<file path="src/rtl/fp16_div_pkg.sv">
// rtl/fp16_div_pkg.sv - shared types and constants for the fp16 iterative divider
package fp16_div_pkg;

    typedef enum logic [1:0] {
        S_IDLE,
        S_LOAD,
        S_DIV,
        S_ROUND
    } div_state_t;

    localparam logic signed [6:0] FP16_BIAS = 7'sd15;
    localparam logic [15:0]       FP16_QNAN = 16'h7E00;
    localparam logic [14:0]       FP16_INF  = 15'h7C00;
    localparam logic [14:0]       FP16_MAXF = 15'h7BFF;

    localparam logic [1:0] RM_RNE = 2'b00;
    localparam logic [1:0] RM_RDN = 2'b01;
    localparam logic [1:0] RM_RUP = 2'b10;
    localparam logic [1:0] RM_RTZ = 2'b11;

    localparam int DIV_ITERS = 14;

endpackage

</file>
<file path="src/rtl/fp16_div_unpack.sv">
// rtl/fp16_div_unpack.sv - fp16 operand classification and significand unpack (FP_DIV_DENORM_EN)
module fp16_div_unpack
    import fp16_div_pkg::*;
(
    input  logic [15:0]       x,
    output logic              sign,
    output logic              zero,
    output logic              inf,
    output logic              nan,
    output logic [10:0]       sig,
    output logic signed [6:0] exp
);
    logic [4:0] ex;
    logic [9:0] frac;

    assign ex   = x[14:10];
    assign frac = x[9:0];
    assign sign = x[15];
    assign nan  = (&ex) && (|frac);
    assign inf  = (&ex) && !(|frac);

`ifdef FP_DIV_DENORM_EN
    logic [3:0] lz;

    assign zero = (ex == 5'd0) && (frac == 10'd0);

    // Highest set bit wins: shift needed to move it to the hidden-bit position.
    always_comb begin
        lz = 4'd0;
        for (int i = 0; i <= 9; i++) begin
            if (frac[i]) lz = 4'(10 - i);
        end
    end

    always_comb begin
        if (ex == 5'd0) begin
            sig = {1'b0, frac} << lz;
            exp = 7'sd1 - signed'({3'b000, lz});
        end else begin
            sig = {1'b1, frac};
            exp = signed'({2'b00, ex});
        end
    end
`else
    assign zero = (ex == 5'd0);
    assign sig  = {1'b1, frac};
    assign exp  = signed'({2'b00, ex});
`endif

endmodule

</file>
<file path="src/rtl/fp16_iter_divider.sv">
// rtl/fp16_iter_divider.sv - iterative restoring fp16 divider, fixed 16-cycle latency (FP_DIV_DENORM_EN)
module fp16_iter_divider
    import fp16_div_pkg::*;
(
    input  logic        clk,
    input  logic        clrn,
    input  logic        e,
    input  logic        start,
    input  logic [15:0] a,
    input  logic [15:0] b,
    input  logic [1:0]  rm,
    output logic [15:0] q,
    output logic        busy,
    output logic        ready
);
    div_state_t        state;
    logic [3:0]        cnt;
    logic [15:0]       a_r, b_r;
    logic [1:0]        rm_r;
    logic              sign_r;
    logic signed [6:0] exp_r;
    logic [10:0]       mb;
    logic [11:0]       rem;
    logic [13:0]       qt;
    logic              spec_r;
    logic [15:0]       spec_val;

    logic              sa, za, ia, na, sb, zb, ib, nb;
    logic [10:0]       sig_a, sig_b;
    logic signed [6:0] ea, eb;

    fp16_div_unpack u_unpack_a (.x(a_r), .sign(sa), .zero(za), .inf(ia), .nan(na), .sig(sig_a), .exp(ea));
    fp16_div_unpack u_unpack_b (.x(b_r), .sign(sb), .zero(zb), .inf(ib), .nan(nb), .sig(sig_b), .exp(eb));

    logic        spec_f;
    logic [15:0] spec_v;

    always_comb begin
        spec_f = 1'b1;
        spec_v = FP16_QNAN;
        if (na || nb || (za && zb) || (ia && ib)) spec_v = FP16_QNAN;
        else if (zb || ia)                        spec_v = {sa ^ sb, FP16_INF};
        else if (za || ib)                        spec_v = {sa ^ sb, 15'h0000};
        else                                      spec_f = 1'b0;
    end

    logic        ge;
    logic [11:0] rem_sub;

    assign ge      = rem >= {1'b0, mb};
    assign rem_sub = ge ? rem - {1'b0, mb} : rem;

    logic [13:0]       norm;
    logic signed [6:0] exp_n;
    logic [12:0]       shifted;
    logic              lost, g, st, lsb, inc, away;
    logic [4:0]        exp_f;
    logic [14:0]       mag;
    logic [15:0]       res;

    always_comb begin
        norm    = qt[13] ? qt : {qt[12:0], 1'b0};
        exp_n   = qt[13] ? exp_r : exp_r - 7'sd1;
        shifted = norm[12:0];
        lost    = 1'b0;
`ifdef FP_DIV_DENORM_EN
        // Underflow: denormalise, everything shifted past the guard feeds sticky.
        if (exp_n <= 7'sd0) begin
            logic [3:0] sh;
            sh      = (exp_n < -7'sd13) ? 4'd15 : 4'(7'sd1 - exp_n);
            shifted = 13'(norm >> sh);
            lost    = |(norm & ~(14'h3FFF << sh));
        end
`endif
        g   = shifted[2];
        st  = (|shifted[1:0]) | lost | (|rem);
        lsb = shifted[3];
        case (rm_r)
            RM_RNE:  inc = g & (st | lsb);
            RM_RDN:  inc = sign_r & (g | st);
            RM_RUP:  inc = ~sign_r & (g | st);
            default: inc = 1'b0;
        endcase
        away  = (rm_r == RM_RNE) || ((rm_r == RM_RDN) && sign_r) || ((rm_r == RM_RUP) && !sign_r);
        exp_f = (exp_n <= 7'sd0) ? 5'd0 : exp_n[4:0];
        // Mantissa carry ripples straight into the exponent field.
        mag   = {exp_f, shifted[12:3]} + {14'd0, inc};
        if (spec_r)                  res = spec_val;
        else if (exp_n >= 7'sd31)    res = {sign_r, away ? FP16_INF : FP16_MAXF};
`ifndef FP_DIV_DENORM_EN
        else if (exp_n <= 7'sd0)     res = {sign_r, 15'h0000};
`endif
        else                         res = {sign_r, mag};
    end

    always_ff @(posedge clk or negedge clrn) begin
        if (!clrn) begin
            state    <= S_IDLE;
            cnt      <= 4'd0;
            a_r      <= 16'h0000;
            b_r      <= 16'h0000;
            rm_r     <= RM_RNE;
            sign_r   <= 1'b0;
            exp_r    <= 7'sd0;
            mb       <= 11'd0;
            rem      <= 12'd0;
            qt       <= 14'd0;
            spec_r   <= 1'b0;
            spec_val <= 16'h0000;
            q        <= 16'h0000;
            busy     <= 1'b0;
            ready    <= 1'b0;
        end else if (e) begin
            case (state)
                S_IDLE: begin
                    ready <= 1'b0;
                    if (start) begin
                        a_r   <= a;
                        b_r   <= b;
                        rm_r  <= rm;
                        busy  <= 1'b1;
                        state <= S_LOAD;
                    end
                end
                S_LOAD: begin
                    sign_r   <= sa ^ sb;
                    exp_r    <= ea - eb + FP16_BIAS;
                    rem      <= {1'b0, sig_a};
                    mb       <= sig_b;
                    qt       <= 14'd0;
                    spec_r   <= spec_f;
                    spec_val <= spec_v;
                    cnt      <= 4'(DIV_ITERS - 1);
                    state    <= S_DIV;
                end
                S_DIV: begin
                    qt  <= {qt[12:0], ge};
                    rem <= {rem_sub[10:0], 1'b0};
                    if (cnt == 4'd0) state <= S_ROUND;
                    else             cnt   <= cnt - 4'd1;
                end
                S_ROUND: begin
                    q     <= res;
                    ready <= 1'b1;
                    busy  <= 1'b0;
                    state <= S_IDLE;
                end
                default: state <= S_IDLE;
            endcase
        end
    end

endmodule

</file>
<file path="config.mk">
export PLATFORM = sky130hd
export DESIGN_NAME = fp16_iter_divider
export DESIGN_NICKNAME = d
export VERILOG_FILES = /design/src/rtl/fp16_div_pkg.sv /design/src/rtl/fp16_div_unpack.sv /design/src/rtl/fp16_iter_divider.sv
export SDC_FILE = /design/constraint.sdc
export NUM_CORES = 1
export LEC_CHECK = 0
export ABC_CLOCK_PERIOD_IN_PS = 3690
export CORE_MARGIN = 1.5
export CORE_UTILIZATION = 58
export CTS_CLUSTER_SIZE = 40
export DETAILED_ROUTE_END_ITERATION = 10
export GPL_ROUTABILITY_DRIVEN = 0
export MAX_ROUTING_LAYER = met4
export PLACE_DENSITY_LB_ADDON = 0.05
export SETUP_SLACK_MARGIN = 0.02
export SLEW_MARGIN = 20
export SYNTH_ARGS = -nofsm -noshare
export SYNTH_HDL_FRONTEND = slang
export SYNTH_SLANG_ARGS = --single-unit
</file>
<file path="constraint.sdc">
create_clock -name clk -period 3.69 [get_ports clk]
set_input_delay 0.738 -clock clk [delete_from_list [all_inputs] [get_ports clk]]
set_output_delay 0.738 -clock clk [all_outputs]
set_load 0.01 [all_outputs]
</file>
==> flow_metrics.py, run 1 <==
metrics = {
    "power_and_ir_drop": {
        "combPwrFrac_pct": 54.2,
        "p_seq_share_pct": 33.8,
        "switching_share_pct": 42.7,
        "p_leak_nw": 3.11,
        "ir_drop_v": 0.000602,
        "p_switching_mw": 2.68,
        "clkPwrFrac_pct": 12.0,
        "p_int_mw": 3.59,
        "power.total_mw": 6.27,
        "p_per_area_nw_per_um2": 885,
    },
    "drt": {
        "vias": 4871,
        "drt_iter0_drc": 266,
        "wl_um": 13600,
        "drt_pass1_iterations": 4,
        "viasPerCell": 5.91,
        "drc": 0,
        "wl_per_cell_um": 16.5,
        "ant_nets": 0,
    },
    "timing": {
        "worst_pin_slew_ns": 0.881,
        "fin_crit_sh_pct": 85.2,
        "final.setup_skew_ns": 0.00897,
        "rsz0062_at_grt": "no",
        "max_freq_mhz": 318,
        "holdWs_ns": 0.466,
        "slew_headroom_pct": 41.3,
        "hold_viol": 0,
        "fin_setup_tns_ns": 0,
        "setup_viol": 0,
        "finalMaxSlewViolations": 0,
        "fin_ws_ns": 0.546,
        "fin_crit_ns": 3.14,
    },
    "clock_network": {
        "path_clk_slew_ns": 0.11,
        "clock_path_buffers": 2,
        "post_cts_buffers": 0,
        "clock_sinks": 107,
        "tritoncts": "built",
        "clock_latency_ns": 0.39,
        "postCtsHoldBufs": 0,
        "cts_made_buffers": 9,
        "cts_resized": 0,
        "cts_root_buffer": "clkbuf_8",
        "h-tree-depth": 3,
    },
    "final_layout": {
        "fill_cells": 827,
        "final_common_cell": "dfrtp_1",
        "final_cell_area_sq_um": 7090,
        "syn2layout_area_growth_pct": 13.9,
        "antenna_cells": 0,
        "final_cell_mix": "107 x dfrtp_1, 81 x nand2_1, 54 x clkdlybuf4s50_1, 49 x mux2_2, 33 x a21oi_1",
        "drive_gt1_share_pct": 12.6,
        "fin_nets": 751,
    },
    "yosys": {
        "synth.avg_cell_area_sq_um": 9.76,
        "synth_edf_count": 0,
        "synth_ff_type": "dfrtp_1",
        "ys_seq_elements": 107,
        "ys_async_sr_fraction_pct": 100,
        "syn_nets": 706,
        "synth_cell_types": 61,
        "yosys_warnings": 0,
        "netlist_area_sq_um": 6230,
        "netlist_instances": 638,
        "seq_area_frac_synth_pct": 43.0,
    },
    "floorplan": {
        "core_sq_um": 10400,
        "rows": 37,
        "initial_core_util_pct": 60.0,
        "die_h_um": 107,
        "io_pins": 56,
        "dieWidth_um": 107,
        "die_area_sq_um": 11400,
    },
    "worst_setup_path": {
        "cp_slowest_stage_delay_ns": 0.53,
        "critical_path_class": "flip-flop to flip-flop",
        "crit_fanout": 7,
        "worst_path_max_delay_cell": "a2111oi_4",
        "crit_top_cell": "ha_1",
        "rr_endpoint": "q[13]$_DFFE_PN0P_",
        "arrival_ns": 3.43,
        "endpoint_kind": "flip-flop",
        "worst-r2r-cell-count": 13,
        "critical_path_required_ns": 3.97,
        "worstPathCellList": "inv_1 > ha_1 > xor2_1 > a21oi_1 > o2111a_1 > a211oi_1 > ha_1 > nand2_1 > a2111oi_4 > nand3b_1 > xnor2_1 > nor3_1 > a221o_1",
        "cp-start-kind": "flip-flop",
        "r2r_start": "rm_r[0]$_DFFE_PN0P_",
        "rrSetupSlack_ns": 0.55,
    },
    "global_route": {
        "grt_pass1_wl_um": 23100,
        "antenna_found_initial": 0,
        "grt_overflow_total": 0,
        "grt_start_max_net_pins": 71,
        "grt_pass1_vias": 4754,
        "grt_usage_pct": 26.5,
    },
    "place": {
        "hpwl_um": 9950,
        "io_buffers": 55,
        "dp_worst_setup_slack_ns": 0.549,
        "place_area_sq_um": 6890,
    },
    "min_path": {
        "hp-class": "input port to async pin",
    },
    "status": {
        "status": "finished, final reports clean",
    },
    "run": {
        "cap_violations": 0,
    },
}
[synth_stat cells, types with 10 or more instances]
master / count / area share, %
nor2_1: 30 / 1.8
dfrtp_1: 107 / 43
xnor2_1: 24 / 3.4
ha_1: 28 / 5.6
mux2_2: 49 / 8.9
nand2_1: 81 / 4.9
a21o_1: 10 / 1.2
nand3_1: 28 / 2.3
clkbuf_1: 22 / 1.3
o21ai_1: 11 / 0.88
xor2_1: 15 / 2.1
a21oi_1: 33 / 2.7
mux2i_1: 18 / 2.9
inv_1: 30 / 1.8
o21ai_0: 28 / 2.3
[layout make-up]
type                    count  area, sq um  share of cell area (%)
multi-input cells         469         3300                    46.6
clock buffers               9          124                    1.75
clock inverters             7         75.1                    1.06
flip-flops and latches    107         2680                    37.8
well taps                 136          170                    2.40
inverters                  30          113                    1.59
repair buffers             66          631                    8.89
[worst max path at each step]
stage | start | end | slack (ns) | cells past startpoint
global route | rm_r[0]$_DFFE_PN0P_ | q[13]$_DFFE_PN0P_ | 0.31 | 13
global placement | rm_r[0]$_DFFE_PN0P_ | q[13]$_DFFE_PN0P_ | 0.69 | 13
detailed placement | rm_r[0]$_DFFE_PN0P_ | q[13]$_DFFE_PN0P_ | 0.55 | 13
finish | rm_r[0]$_DFFE_PN0P_ | q[13]$_DFFE_PN0P_ | 0.55 | 13
CTS | rm_r[0]$_DFFE_PN0P_ | q[13]$_DFFE_PN0P_ | 0.52 | 13
floorplan | qt[13]$_DFFE_PN0P_ | q[13]$_DFFE_PN0P_ | 0.79 | 13
[logic make-up (layout without fill, tap and decap cells)]
logic type               count (synthesis)  in the layout  synth area share [%]
AND/OR/NAND/NOR                        210            210                  16.8
buffers and inverters                   62            112                  4.04
flip-flops                             107            107                  43.0
adder cells (fa/ha/maj)                 30             30                  6.27
XOR/XNOR                                39             39                  5.49
multiplexers                            67             67                  11.8
AO/OA/AOI/OAI                          123            123                  12.7
[worst max-delay path: cells and delay by family, from the launching register on]
kind / cells / cell delay (ns)
compound gates: 5 / 1.42
buf+inv: 1 / 0.10
simple gates: 3 / 0.34
xor+xnor: 2 / 0.37
flops: 1 / 0.42
fa+ha+maj: 2 / 0.40
[routing by layer]
metal | global-route usage (%) | share of wire (%) | vias up
li1 | - | - | 2336
met5 | - | 0 | -
met2 | 42.2 | 49 | 102
met3 | 4.68 | 4.1 | 17
met4 | 8.38 | 1.6 | 0
met1 | 34.9 | 45 | 2416
[sequential cells by signal, indices dropped and copies added, names as in the netlist]
signal	cells
q	16
rm_r	2
qt	14
rem	12
b_r	16
state	2
spec_val	3
spec_r	1
sign_r	1
busy	1
ready	1
mb	11
cnt	4
a_r	16
exp_r	7
[through the flow]
| step | utilization [%] | cells |
|---|---|---|
| floorplan | - | 638 |
| global placement | 66.5 | 808 |
| detailed placement | 66.5 | 808 |
| CTS | 68.4 | 824 |
| global route | 68.4 | 824 |
| finish | 68.4 | 824 |
[power groups by stage]
| stage | logic [mW] | clock network, mW | registers [mW] |
|---|---|---|---|
| 2_1_floorplan | 2.61 | 0 | 2.00 |
| 3_3_place_gp | 3.26 | 0 | 2.10 |
| 4_1_cts | 3.40 | 0.771 | 2.11 |
| 5_1_grt | 3.80 | 0.816 | 2.19 |
| 3_5_place_dp | 3.38 | 0 | 2.14 |
| 6_report | 3.40 | 0.752 | 2.12 |
Power figures use the tool's default switching activity.
==> run 2: changes to the inputs <==
--- a/config.mk
+++ b/config.mk
@@ -8,6 +8,7 @@
 export ABC_CLOCK_PERIOD_IN_PS = 3690
 export CORE_MARGIN = 1.5
 export CORE_UTILIZATION = 58
+export CTS_CLUSTER_DIAMETER = 40
 export CTS_CLUSTER_SIZE = 40
 export DETAILED_ROUTE_END_ITERATION = 10
 export GPL_ROUTABILITY_DRIVEN = 0
==> results of run 2 <==
No change in the layout: final DEF, timing and power equal those of run 1.
==> run 3: changes to the inputs <==
--- a/config.mk
+++ b/config.mk
@@ -6,7 +6,6 @@
 export NUM_CORES = 1
 export LEC_CHECK = 0
 export ABC_CLOCK_PERIOD_IN_PS = 3690
-export CORE_MARGIN = 1.5
 export CORE_UTILIZATION = 58
 export CTS_CLUSTER_DIAMETER = 40
 export CTS_CLUSTER_SIZE = 40
@@ -15,6 +14,7 @@
 export MAX_ROUTING_LAYER = met4
 export PLACE_DENSITY_LB_ADDON = 0.05
 export SETUP_SLACK_MARGIN = 0.02
+export SKIP_CTS_REPAIR_TIMING = 1
 export SLEW_MARGIN = 20
 export SYNTH_ARGS = -nofsm -noshare
 export SYNTH_HDL_FRONTEND = slang
==> flow_metrics.py, run 3 (synthesis results as in run 1) <==
metrics = {
    "status": {
        "status": "finished, final reports clean",
    },
    "clock_network": {
        "tritoncts": "built",
        "clock_sinks": 107,
        "path_clk_slew_ns": 0.10,
        "cts_root_buffer": "clkbuf_8",
        "clock_path_buffers": 2,
        "clock_latency_ns": 0.38,
        "h-tree-depth": 3,
        "cts_made_buffers": 9,
    },
    "timing": {
        "final.setup_skew_ns": 0.00922,
        "max_freq_mhz": 314,
        "worst_pin_slew_ns": 0.805,
        "fin_setup_tns_ns": 0,
        "rsz0062_at_grt": "no",
        "fin_crit_ns": 3.18,
        "fin_crit_sh_pct": 86.2,
        "slew_headroom_pct": 46.3,
        "finalMaxSlewViolations": 0,
        "setup_viol": 0,
        "fin_ws_ns": 0.508,
        "holdWs_ns": 0.383,
        "hold_viol": 0,
    },
    "place": {
        "place_area_sq_um": 6890,
        "placed_cells": 808,
        "dp_worst_setup_slack_ns": 0.495,
        "io_buffers": 55,
        "hpwl_um": 9820,
    },
    "worst_setup_path": {
        "endpoint_kind": "flip-flop",
        "r2r_start": "rm_r[0]$_DFFE_PN0P_",
        "critical_path_class": "flip-flop to flip-flop",
        "arrival_ns": 3.46,
        "cp-start-kind": "flip-flop",
        "crit_fanout": 7,
        "critical_path_required_ns": 3.97,
        "endpoint": "q[13]$_DFFE_PN0P_",
        "cp-startpoint": "rm_r[0]$_DFFE_PN0P_",
        "worst-r2r-cell-count": 13,
        "rrSetupSlack_ns": 0.51,
        "rr_endpoint": "q[13]$_DFFE_PN0P_",
    },
    "global_route": {
        "grt_usage_pct": 27.1,
        "grt_pass1_vias": 4854,
        "grt_overflow_total": 0,
        "antenna_found_initial": 0,
        "grt_pass1_wl_um": 23000,
        "grt_start_max_net_pins": 90,
    },
    "floorplan": {
        "die_h_um": 106,
        "io_pins": 56,
        "die_area_sq_um": 11200,
        "initial_core_util_pct": 60.0,
        "dieWidth_um": 106,
        "rows": 37,
        "core_sq_um": 10400,
    },
    "power_and_ir_drop": {
        "switching_share_pct": 42.2,
        "p_int_mw": 3.66,
        "power.total_mw": 6.33,
        "clkPwrFrac_pct": 12.6,
        "p_leak_nw": 3.12,
        "p_switching_mw": 2.67,
        "combPwrFrac_pct": 54.0,
        "ir_drop_v": 0.000638,
        "p_per_area_nw_per_um2": 891,
        "p_seq_share_pct": 33.4,
    },
    "drt": {
        "drc": 0,
        "drt_iter0_drc": 299,
        "wl_per_cell_um": 16.3,
        "vias": 4795,
        "ant_nets": 0,
        "wl_um": 13400,
        "viasPerCell": 5.83,
        "drt_pass1_iterations": 4,
    },
    "final_layout": {
        "antenna_cells": 0,
        "fin_util_pct": 68.6,
        "final_common_cell": "dfrtp_1",
        "fin_nets": 751,
        "register_area_sq_um": 2680,
        "multi_input_area_sq_um": 3300,
        "top_regs": "a_r: 16 flops, b_r: 16 flops, q: 16 flops",
        "final_cell_mix": "107 x dfrtp_1, 81 x nand2_1, 54 x clkdlybuf4s50_1, 49 x mux2_2, 33 x a21oi_1",
        "fill_cells": 855,
        "fin_cells": 823,
        "syn2layout_area_growth_pct": 14.2,
        "drive_gt1_share_pct": 12.4,
        "final_cell_area_sq_um": 7110,
    },
    "run": {
        "cap_violations": 0,
    },
    "min_path": {
        "hp-class": "input port to async pin",
    },
}
-- run 3: cell count changes in the layout (fill, tap and decap cells not counted), sizes merged --
| cell | delta |
|---|---|
| clkinv | -2 |
| bufinv | +1 |
| clkbuf | +1 |
| inv | -1 |
-- run 3: cell type report --
cell class,count,area share [%]
clock buffer,10,1.79
clock inverter,5,1.21
inverter,30,1.58
multi-input combinational,469,46.4
sequential,107,37.7
tap,136,2.39
timing repair buffer,66,8.92
-- run 3: power by group through the flow --
stage / sequential (mW) / combinational (mW) / clock, mW
finish: 2.12 / 3.42 / 0.798
global route: 2.19 / 3.83 / 0.854
CTS: 2.11 / 3.42 / 0.815
detailed placement: 2.14 / 3.40 / 0
global placement: 2.10 / 3.26 / 0
floorplan: 2.00 / 2.61 / 0
-- run 3: routing by layer --
layer  part of all wire (%)  wire length (um)  global-route usage (%)
met5                      0                 0                       -
met4                    2.3               307                    10.5
met1                     46              6180                    36.1
met3                    4.5               600                    4.02
met2                     47              6310                    42.2
-- run 3: critical path, stage by stage (launching register included) --
cell and delay, ns:
dfrtp_1 0.42, inv_1 0.10, ha_1 0.18, xor2_1 0.21
a21oi_1 0.10, o2111a_1 0.23, a211oi_1 0.23, ha_1 0.22
nand2_1 0.11, a2111oi_4 0.55, nand3b_1 0.16, xnor2_1 0.18
nor3_1 0.06, a221o_1 0.32
-- run 3: worst min-delay path by stage --
stage / endpoint / startpoint / cells past startpoint / slack (ns)
2_1_floorplan: mb[10]$_DFFE_PN0P_ / mb[10]$_DFFE_PN0P_ / 2 / 0.42
3_3_place_gp: mb[10]$_DFFE_PN0P_ / mb[10]$_DFFE_PN0P_ / 2 / 0.44
3_5_place_dp: mb[10]$_DFFE_PN0P_ / mb[10]$_DFFE_PN0P_ / 2 / 0.44
4_1_cts: mb[10]$_DFFE_PN0P_ / mb[10]$_DFFE_PN0P_ / 2 / 0.47
5_1_grt: rem[3]$_DFFE_PN0P_ / clrn / 1 / 0.46
6_report: rem[3]$_DFFE_PN0P_ / clrn / 1 / 0.38
==> patch 1: new RTL, config.mk and constraints of run 2 <==
Build with the macro `FP_DIV_DENORM_EN` defined.
--- a/src/rtl/fp16_div_unpack.sv
+++ b/src/rtl/fp16_div_unpack.sv
@@ -1,4 +1,6 @@
 // rtl/fp16_div_unpack.sv - fp16 operand classification and significand unpack (FP_DIV_DENORM_EN)
+`define FP_DIV_DENORM_EN
+
 module fp16_div_unpack
     import fp16_div_pkg::*;
 (
Function: same outputs for any inputs over 10 cycles, from zero or initial values; that may be too few to reach the edited logic, so the function may still have changed.
==> patch 1 against run 2 <==
The run now ends with setup timing left. Worst setup slack lost 1500 ps. Cell count grew 72%. Sequential cell count is the same. Clock power grew 38%. Fmax shrank 32%. Wire length grew 96%. Sequential share of layout area shrank 14 points. Area after synthesis grew 41%. Cell area grew 62%. Die area grew 39%. Total power grew 96%. Critical path depth grew 4. Critical endpoint is now q[11]$_DFFE_PN0P_. Largest cell class unchanged.
==> patch 1: results (changes against run 2) <==
| Metric | Value |
|---|---|
| Status | complete, but fails checks |
| Violated checks | setup timing |
| Layout overhead on the synthesized area | 30.93% |
| Met1 global-route usage | 42.16% (+7.3 points) |
| Post-placement cell count | 1384 (+71%) |
| Global-route track usage on met3 | 5.990% (+1.3 points) |
| Clock-cell share | 2.796% (-0.0092 points) |
| Clock edge transition at the registers on the reported setup and hold paths | 80 ps (-30 ps) |
| Setup TNS after final layout | -9756 ps (-9756 ps) |
| Met2 wire length | 12520 microns (+89%) |
| NonClk Buf Share | 17.11% (+8.2 points) |
| Post-DP HPWL | 19030 microns (+91%) |
| Capturing element of the worst setup path | q[11]$_DFFE_PN0P_ |
| Synthesized area | 8750 sq um (+41%) |
| Worst Setup Slack, final | -909.3 ps (-1455 ps) |
| Non-CTS inverters | 50 (+67%) |
| Latest clock arrival within the worst-skew pair | 370 ps (-20 ps) |
| Via count of the first global-routing pass | 8697 (+83%) |
| Largest net degree at the start of global routing | 61 (-14%) |
| Net count after synthesis | 1127 (+60%) |
| Clock root buffer | clkbuf_16 |
| Share of the final layout cell area in multi-input gates | 53.01% (+6.5 points) |
| Critical path's largest stage delay | 670 ps (+140 ps) |
| Global router's overall resource usage | 34.39% (+7.9 points) |
| Final setup viols | 15 (+15) |
| Filler-free cell count of the finished design | 1417 (+72%) |
| Worst R2R Path Depth | 17 (+4) |
| Routed wire length per instance | 18.79 microns (+14%) |
| Initial DRT Pass Iterations | 8 (+4) |
| Startpoint types | flip-flop |
| Actual transition at the worst max-transition pin | 796.1 ps (-84.94 ps) |
| Met3 wire len | 1867 microns (+240%) |
| Worst hold slack after final layout | 436.8 ps (-29.57 ps) |
| Most common library cells after synthesis | nand2_1 (135), dfrtp_1 (107), nor2_1 (76), a21oi_1 (58), clkbuf_1 (58) |
| Power spent charging and discharging nets | 0.005990 W (+120%) |
| Share of final-layout standard cells stronger than drive strength 1 | 28.30% (+16 points) |
| Number of levels the H-tree was split into | 3 (unchanged) |
| Post-Place Worst Slack | -923.8 ps (-1473 ps) |
| Global-route wire length before repair | 42790 microns (+85%) |
| Arrival time of data at the critical path endpoint | 4850 ps (+1420 ps) |
| Worst vdd ir | 0.6975 mV (+16%) |
| First DRT Iteration DRCs | 971 (+270%) |
| Count of multi-input combinational gates | 822 (+75%) |
| Routed met1 length | 10830 microns (+76%) |
| Placed standard-cell area | 10670 sq um (+55%) |
| Largest driver fanout on the critical path | 13 (+6) |
| Cell types occupying the most area after synthesis | dfrtp_1 (31%), mux2_2 (6.9%), nand2_1 (5.8%) |
| Grt met2 use | 54.78% (+13 points) |
| Slowest CP cell | or4b_2 |
| Count of nets after finishing | 1306 (+74%) |
| Startpoint of the worst-slack reg-to-reg timing path | exp_r[0]$_DFFE_PN0P_ |
| Number of fillers in the final layout | 1063 (+29%) |
| Bufs w/o clock | 238 (+260%) |
| Syn avg cell area | 8.341 sq um (-15%) |
| Netlist cell types | 87 (+43%) |
| Clock skew after layout | 15.51 ps (+6.539 ps) |
| Leak pwr | 5.044 nW (+62%) |
## patch 1: power by group through the flow
| stage | clock, W | combinational [W] | sequential [W] |
|---|---|---|---|
| floorplan | 0 | 0.00554 | 0.00204 |
| global placement | 0 | 0.00800 | 0.00215 |
| detailed placement | 0 | 0.00816 | 0.00217 |
| CTS | 0.00105 | 0.00851 | 0.00215 |
| global route | 0.00110 | 0.00982 | 0.00224 |
| finish | 0.00104 | 0.00911 | 0.00217 |
## patch 1: logic make-up (layout without fill, tap and decap cells)
family          Yosys count  in the layout  synth area share [%]
simple gates            372            372                 20.65
compound gates          312            312                 24.73
buf+inv                 120            304                 5.377
flops                   107            107                 30.60
mux                      81             81                 10.90
fa+ha+maj                40             40                 5.892
xor+xnor                 17             17                 1.859
## patch 1: what timing repair did
action	in CTS	in global routing
setup buffers	10	11
resized for setup	36	45
pin swaps	15	24
endpoints found under the setup margin	15	16
cloned	0	0
